**config.mk**
```make
export PLATFORM = sky130hd
export DESIGN_NAME = wb_uart_tx
export DESIGN_NICKNAME = d
export VERILOG_FILES = /design/src/rtl/wb_uart_tx.sv
export SDC_FILE = /design/constraint.sdc
export NUM_CORES = 1
export LEC_CHECK = 0
export ABC_AREA = 1
export BUFFER_PORTS_ARGS = -buffer_cell sky130_fd_sc_hd__buf_4
export CORE_MARGIN = 3
export CORE_UTILIZATION = 62
export CTS_CLUSTER_SIZE = 24
export DETAILED_ROUTE_END_ITERATION = 6
export PLACE_DENSITY = 0.82
export SETUP_SLACK_MARGIN = 0.5
export SLEW_MARGIN = 40
export SYNTH_ARGS = -nofsm -noshare
export SYNTH_HDL_FRONTEND = slang
export SYNTH_SLANG_ARGS = --single-unit
export TNS_END_PERCENT = 30
```
**constraint.sdc**
```tcl
create_clock -name wb_clk_i -period 4.9 [get_ports wb_clk_i]
set_input_delay 0.49 -clock wb_clk_i [delete_from_list [all_inputs] [get_ports wb_clk_i]]
set_output_delay 0.49 -clock wb_clk_i [all_outputs]
set_load 0.05 [all_outputs]
```
**src/rtl/wb_uart_tx.sv**
```systemverilog
// Wishbone B4 classic slave: buffered UART 8N1 transmitter for console output.
// Character writes to TXDATA go into a TX FIFO that drains onto tx_o. When the
// FIFO is full, the ack is withheld so that no character is dropped.
module wb_uart_tx #(
    parameter int CLK_DIV    = 16,
    parameter int FIFO_DEPTH = 16
) (
    input  logic        wb_clk_i,
    input  logic        wb_rst_i,
    input  logic [31:0] wb_adr_i,
    input  logic [31:0] wb_dat_i,
    input  logic [3:0]  wb_sel_i,
    input  logic        wb_we_i,
    input  logic        wb_cyc_i,
    input  logic        wb_stb_i,
    output logic        wb_ack_o,
    output logic [31:0] wb_dat_o,
    output logic        tx_o,
    output logic        busy_o
);

    localparam int AW = $clog2(FIFO_DEPTH);
    localparam int BW = (CLK_DIV > 1) ? $clog2(CLK_DIV) : 1;
    localparam logic [BW-1:0] BAUD_LAST = BW'(CLK_DIV - 1);
    localparam logic [AW:0]   DEPTH     = (AW + 1)'(FIFO_DEPTH);

    typedef enum logic [1:0] {ST_IDLE, ST_START, ST_DATA, ST_STOP} state_t;

    state_t        state;
    logic [BW-1:0] baud;
    logic [2:0]    bit_idx;
    logic [7:0]    shift;

    logic [7:0]    mem [FIFO_DEPTH];
    logic [AW:0]   wptr, rptr, count, count_next;
    logic          fifo_full, fifo_empty;

    logic          valid, sel_txdata, stall, ack_next, push, pop, bit_end;
    logic          fsm_active_next;
    logic [4:0]    count_field;
    logic [31:0]   rd_value;

    // Address/data bits outside the decoded fields are intentionally ignored.
    logic unused_bits;
    assign unused_bits = ^{wb_adr_i[31:4], wb_adr_i[1:0], wb_dat_i[31:8], wb_sel_i[3:1]};

    assign valid      = wb_cyc_i & wb_stb_i;
    assign sel_txdata = (wb_adr_i[3:2] == 2'd0);
    // Full is taken from the registered flag, so a pop on the same edge only frees the slot a cycle later.
    assign stall      = valid & wb_we_i & sel_txdata & wb_sel_i[0] & fifo_full;
    assign ack_next   = valid & ~wb_ack_o & ~stall;
    assign push       = ack_next & wb_we_i & sel_txdata & wb_sel_i[0];
    assign bit_end    = (baud == BAUD_LAST);
    assign pop        = ~fifo_empty & ((state == ST_IDLE) | ((state == ST_STOP) & bit_end));

    assign count      = wptr - rptr;
    assign count_next = count + {{AW{1'b0}}, push} - {{AW{1'b0}}, pop};

    // Predict whether the FSM is still framing after this edge, which busy_o needs.
    always_comb begin
        // NOTE: every always_comb output gets a value on every path, otherwise a latch is inferred.
        fsm_active_next = 1'b1;
        case (state)
            ST_IDLE: fsm_active_next = ~fifo_empty;
            ST_STOP: fsm_active_next = ~bit_end | ~fifo_empty;
            default: fsm_active_next = 1'b1;
        endcase
    end

    // STATUS read mux; the count field saturates when the FIFO is deeper than 31.
    always_comb begin
        count_field = (32'(count) > 32'd31) ? 5'd31 : 5'(count);
        rd_value    = '0;
        if (wb_adr_i[3:2] == 2'd1) begin
            rd_value[0]    = fifo_empty;
            rd_value[1]    = fifo_full;
            rd_value[2]    = (state != ST_IDLE);
            rd_value[12:8] = count_field;
        end
    end

    // Single-beat ack and registered read data that is valid only on the ack cycle.
    always_ff @(posedge wb_clk_i or negedge wb_rst_i) begin
        // NOTE: sequential state uses <= so that every flop samples pre-edge values.
        if (!wb_rst_i) begin
            wb_ack_o <= 1'b0;
            wb_dat_o <= '0;
        end else begin
            wb_ack_o <= ack_next;
            wb_dat_o <= (ack_next & ~wb_we_i) ? rd_value : '0;
        end
    end

    // FIFO pointers, registered full/empty flags and the busy indicator.
    always_ff @(posedge wb_clk_i or negedge wb_rst_i) begin
        if (!wb_rst_i) begin
            wptr       <= '0;
            rptr       <= '0;
            fifo_full  <= 1'b0;
            fifo_empty <= 1'b1;
            busy_o     <= 1'b0;
        end else begin
            if (push) wptr <= wptr + 1'b1;
            if (pop)  rptr <= rptr + 1'b1;
            fifo_full  <= (count_next == DEPTH);
            fifo_empty <= (count_next == '0);
            busy_o     <= fsm_active_next | (count_next != '0);
        end
    end

    // FIFO storage.
    always_ff @(posedge wb_clk_i) begin
        // NOTE: storage has no reset; the pointers alone define which entries are valid.
        if (push) mem[wptr[AW-1:0]] <= wb_dat_i[7:0];
    end

    // Transmit FSM: start bit, 8 data bits LSB first, stop bit, with back-to-back frames.
    always_ff @(posedge wb_clk_i or negedge wb_rst_i) begin
        if (!wb_rst_i) begin
            state   <= ST_IDLE;
            baud    <= '0;
            bit_idx <= '0;
            shift   <= '0;
            tx_o    <= 1'b1;
        end else begin
            case (state)
                ST_IDLE: begin
                    if (!fifo_empty) begin
                        shift <= mem[rptr[AW-1:0]];
                        tx_o  <= 1'b0;
                        baud  <= '0;
                        state <= ST_START;
                    end
                end
                ST_START: begin
                    if (bit_end) begin
                        baud    <= '0;
                        bit_idx <= '0;
                        tx_o    <= shift[0];
                        state   <= ST_DATA;
                    end else begin
                        baud <= baud + 1'b1;
                    end
                end
                ST_DATA: begin
                    if (bit_end) begin
                        baud  <= '0;
                        shift <= shift >> 1;
                        if (bit_idx == 3'd7) begin
                            tx_o  <= 1'b1;
                            state <= ST_STOP;
                        end else begin
                            bit_idx <= bit_idx + 1'b1;
                            tx_o    <= shift[1];
                        end
                    end else begin
                        baud <= baud + 1'b1;
                    end
                end
                ST_STOP: begin
                    if (bit_end) begin
                        baud <= '0;
                        if (!fifo_empty) begin
                            shift <= mem[rptr[AW-1:0]];
                            tx_o  <= 1'b0;
                            state <= ST_START;
                        end else begin
                            state <= ST_IDLE;
                        end
                    end else begin
                        baud <= baud + 1'b1;
                    end
                end
                default: state <= ST_IDLE;
            endcase
        end
    end

endmodule

```
### After elaboration in Yosys (flattened, before gate mapping)

Memories as Yosys holds them, arrays and structs flattened.
Cells that the tools add are included.

* bitwise logic cells: 21
* mux-type cells: 30
* reduce and logical (&&, ||, !) cells: 12
* $mul: 0
* shift-type cells: 0
* $add $sub $neg: 7
* eq/ne operators: 13
* div/mod/pow operators: 0
* magnitude comparators: 0

Operators by type and width (number)
* two-way mux 8 bit: 3
* one-hot mux 8 bit (3 select lines): 1
* bitwise AND 1 bit: 13
* two-way mux 13 bit: 1
* two-way mux 3 bit: 4
* != test 2 bit, second input constant: 6
* adder 5 x 1 -> 5 bit, second input constant: 2
* two-way mux 2 bit: 5
* two-way mux 1 bit: 8
* two-way mux 4 bit: 2
* one-hot mux 2 bit (4 select lines): 1
* one-hot mux 4 bit (2 select lines): 1
* one-hot mux 3 bit (2 select lines): 1
* AND reduction 3 bit: 2
* adder 5 x 1 -> 5 bit: 1
* equality test 5 bit, second input constant: 1
* zero test 5 bit: 1
* two-way mux 5 bit: 1
* inverter 1 bit: 5
* AND reduction 5 bit: 1
* nonzero test 5 bit: 1
* subtractor 5 x 1 -> 5 bit: 1
* subtractor 5 bit: 1
* adder 4 x 1 -> 4 bit, second input constant: 1
* other kinds (13): 19

* input port bits: 73
* output and inout port bits: 35
* ROM bits: 0
* latch bits: 0
* word-level logic and storage cells: 96
* memories: 1
* register bits after elaboration: 45
* memory bits (writable): 128

Memories
* mem: words 16, bits a word 8, rd ports 1, clocked after memory_dff 0, wr ports 1, RTL line 34 `logic [7:0] mem [FIFO_DEPTH];`

### Longest topological paths before layout

* word-level depth: 14
* depth in mapped cells: 18

### Worst setup path before layout

No wires, ideal clock.

* path kind: reg2reg
* start: register state[0]
* end: register fifo_full
* period minus slack after synthesis: 2.584 ns
* cell stages (with the launch flop): 16
* slack: 2.316 ns
* setup time: 0.077 ns
* arrival time: 2.506 ns
* cells stage by stage: dfrtp_1 -> inv_1 -> ha_1 -> inv_1 -> o21ai_2 -> ha_1 -> inv_1 -> ha_1 -> inv_1 -> fa_1 -> nand2_1 -> nor2_1 -> nand2_1 -> nor2_1 -> inv_1 -> a21oi_1

* word-level cells in the longest chain between the ends: 6

RTL lines
* start, declared: RTL line 29 `state_t state;`
* start signal, assigned: RTL line 120 `state <= ST_IDLE;`
* start signal, assigned: RTL line 132 `state <= ST_START;`
* start signal, assigned: RTL line 140 `state <= ST_DATA;`
* equality test 2 bit: RTL line 54 `assign pop = ~fifo_empty & ((state == ST_IDLE) | ((state == ST_STOP) & bit_end));`
* bitwise AND 1 bit: RTL line 54
* bitwise OR 1 bit (*): RTL line 54
* bitwise AND 1 bit (*): RTL line 54
* net pop: RTL line 38 `logic valid, sel_txdata, stall, ack_next, push, pop, bit_end;`
* subtractor 5 x 1 -> 5 bit (*): RTL line 57 `assign count_next = count + {{AW{1'b0}}, push} - {{AW{1'b0}}, pop};`
* equality test 5 bit (*): RTL line 105 `fifo_full <= (count_next == DEPTH);`
* end signal, assigned: RTL line 105
* end, declared: RTL line 36 `logic fifo_full, fifo_empty;`

The timed path passes the listed nets; every way through them passes the cells marked *.
A chain may end at the register's enable or synchronous reset.

### Final worst setup path

* start: register rptr[1]
* end: register busy_o

* word-level cells in the longest chain between the ends: 5

RTL lines
* start, declared: RTL line 35 `logic [AW:0] wptr, rptr, count, count_next;`
* start signal, assigned: RTL line 104 `if (pop) rptr <= rptr + 1'b1;`
* subtractor 5 bit: RTL line 56 `assign count = wptr - rptr;`
* adder 5 x 1 -> 5 bit: RTL line 57
* subtractor 5 x 1 -> 5 bit: RTL line 57
* nonzero test 5 bit: RTL line 107 `busy_o <= fsm_active_next | (count_next != '0);`
* bitwise OR 1 bit: RTL line 107
* end signal, assigned: RTL line 107
* end, declared: RTL line 19 `output logic busy_o`

Every way passes these cells.

==> flow_summary.toml <==
[power_and_ir_drop]
power_mw = 3.25
leakage_nw = 3.40
pwr_density_cell_mw_per_mm2 = 385
vdd_drop_max_uv = 320

[clocking]
cts_setup_buffers = 0
clk_latency_ns = 0.43
cts_tree = "built"
clock_sinks = 168
clock_path_buffers = 2
htreeDepth = 4
path_clk_slew_ns = 0.06
holdBufCountCts = 0
cts_inserted_buffers = 17
cts_resized = 0
cts-root-buf = "clkbuf_16"

[place]
globalplace.congestion = 0.825
post_dp_cell_area_mm2 = 0.00787
dp_hpwl_um = 9980
pre_cts_slack_ns = 1.85
place.port_buffers = 26

[synth]
synth-xor-area-share_pct = 1.36
synth_compound_area_share_pct = 4.90
synth-seq-cells = 168
synthCells = 743
syn_avg_cell_area_um2 = 10.4
synth_area_mm2 = 0.00771
ys_types = 37
synth_edf_count = 128
synth_top_area_share_pct = 49.8
synth-main-ff-cell = "edfxtp_1"
synthMuxAreaShare_pct = 0
async_flop_share_pct = 23.8
synth_top_family_by_area = "simple AND/OR/NAND/NOR gates"
yosys.area_share.simple_pct = 20.0
synth-warning-count = 0
synth_area_leader_cell = "edfxtp_1"
synth_seq_area_share_pct = 62.8
synthTopCellsByArea = "edfxtp_1 (50%), dfrtp_1 (12%), nand2_1 (7.9%), nor2_1 (6.4%), nand3_1 (3.7%)"
synth_fa_ha_area_share_pct = 3.93

[detailed_routing]
via_count = 5274
wl_per_cell_um = 16.9
firstDrtPassIters = 5
vias_per_cell = 5.58
antenna_left = 0
drc = 0
drtIter0Drc = 501
drt_wl_total_um = 15900

[final_layout]
antenna_cells = 0
syn_to_final_growth_pct = 9.38
drive_gt1_share_pct = 10.4
fin_area_mm2 = 0.00844
nNetsFinal = 861

[timing]
final-hold-violation-count = 0
max_freq_ghz = 0.318
worstMarginPinSlew_ns = 0.825
period_share_pct = 64.1
slew_violations = 0
setup_viol = 0
post-route-min-period_ns = 3.14
finClkSkew_ns = 0.00808
fin_ws_ns = 1.76
rsz0062_at_grt = "false"
setup_tns_ns = 0
relSlewSlack_pct = 44.8

[worst_setup_path]
worstSetupPathType = "reg2reg"
startpoint_type = "flop"
required_ns = 5.19
crit_fanout = 37
end_kind = "flop"
crit_arrival_ns = 3.43

[floorplanning]
initial_core_util_pct = 63.9
dieHeight_um = 118
rows = 40
die_w_um = 118
fp.coreArea_mm2 = 0.0121
ios = 108
die_area_mm2 = 0.0138

[outcome]
status = "finished, final reports clean"

[global_route]
use_met1_pct = 30.7
grt_use_met2_pct = 38.7
track_usage_pct = 23.9
antenna_found_initial = 0
grt_overflow_total = 0
busiest_layer = "met2"
grt_pass1_wl_um = 25600
grt_start_max_net_pins = 71
grt_pass1_vias = 5133
met3_usage_pct = 6.63

[flow_run]
drv_cap = 0

[hold_path]
hold_class = "in2async"
-- where the power goes --
part | internal, mW | switching [mW]
logic | 0.126 | 0.266
clock network | 0.748 | 0.528
registers | 1.56 | 0.0243
-- cell type report --
cell class	instances	area [µm²]
flip-flops and latches	168	4850
fillers	838	3630
multi-input cells	504	2420
clock buffers	20	437
repair buffers	29	218
well taps	168	210
inverters	45	173
clock inverters	12	126
-- critical path: stages (launching register included) --
cell and delay [ns]:
dfrtp_1 0.33, buf_4 0.37, inv_2 0.38, fa_1 0.54, xor2_1 0.23, inv_1 0.10, ha_1 0.37, nand2_1 0.08
inv_1 0.05, nand2_1 0.06, nand3_1 0.09, nand3_1 0.12, nand2_1 0.06, nand2_1 0.09, nand4_1 0.08
-- metal layers --
metal / vias up / share of wire, %
li1: 2474 / -
met5: - / 0
met2: 251 / 49
met3: 33 / 8.4
met1: 2516 / 40
met4: 0 / 2.6
-- kinds of logic after synthesis --
| logic type | after synthesis |
|---|---|
| AOI/OAI and AO/OA | 71 |
| other | 1 |
| buffers and inverters | 94 |
| DFF | 168 |
| xor gates and xnor gates | 12 |
| adders and majority gates | 23 |
| and+or+nand+nor | 374 |
-- through the flow --
stage	hold slack, ns	std cells	utilization [%]
2_1_floorplan	0.194	766	-
3_3_place_gp	0.459	914	65.2
3_5_place_dp	0.454	914	65.3
4_1_cts	0.0433	946	69.9
5_1_grt	0.0708	946	69.9
6_report	0.0317	946	69.9
-- flip-flops by register name (all words and copies together) (netlist names) --
register and cells:
mem 128, wb_dat_o 8, wb_ack_o 1, state 2
wptr 5, tx_o 1, bit_idx 3, busy_o 1
rptr 5, fifo_full 1, fifo_empty 1, shift 8
baud 4
-- synthesized netlist by cell type (3+ instances only) --
library cell	number
o21ai_0	41
nand3_1	57
buf_4	29
dfrtp_1	38
inv_2	4
buf_2	13
edfxtp_1	128
o21ai_1	8
a21oi_1	16
nand4_1	4
nor2_1	132
inv_1	39
xor2_1	10
nand2_1	163
nor3_1	3
nand2_2	7
a32o_1	3
buf_8	3
ha_1	21
-- layout by cell type (no fill, tap or decap), types with 3 or more instances in the layout --
cell type / netlist / routed
clkinv_2: 1 / 3
o21ai_1: 8 / 8
ha_1: 21 / 21
inv_1: 39 / 39
a21oi_1: 16 / 16
edfxtp_1: 128 / 128
nand3_1: 57 / 57
clkbuf_1: 0 / 3
o21ai_0: 41 / 41
buf_4: 29 / 29
nand2_1: 163 / 163
a32o_1: 3 / 3
inv_2: 4 / 4
conb_1: 1 / 24
dfrtp_1: 38 / 37
nand2_2: 7 / 7
xor2_1: 10 / 10
nor2_1: 132 / 132
nand4_1: 4 / 4
clkbuf_16: 0 / 17
-- worst paths after layout --
check | startpoint | end | slack, ns | cells past startpoint
worst max-delay path | rptr[1] | busy_o | 1.76 | 14
worst min-delay path | wb_rst_i | wb_dat_o[10] | 0.03 | 1
worst max register to register | rptr[1] | busy_o | 1.76 | 14
worst min register to register | fifo_full | wb_dat_o[1] | 0.46 | 2
max in group asynchronous | wb_rst_i | tx_o | 4.50 | 1
min in group wb_clk_i | wb_dat_i[4] | mem[8][4] | 0.39 | 1
Note: power is estimated with default switching activity, not from simulation.
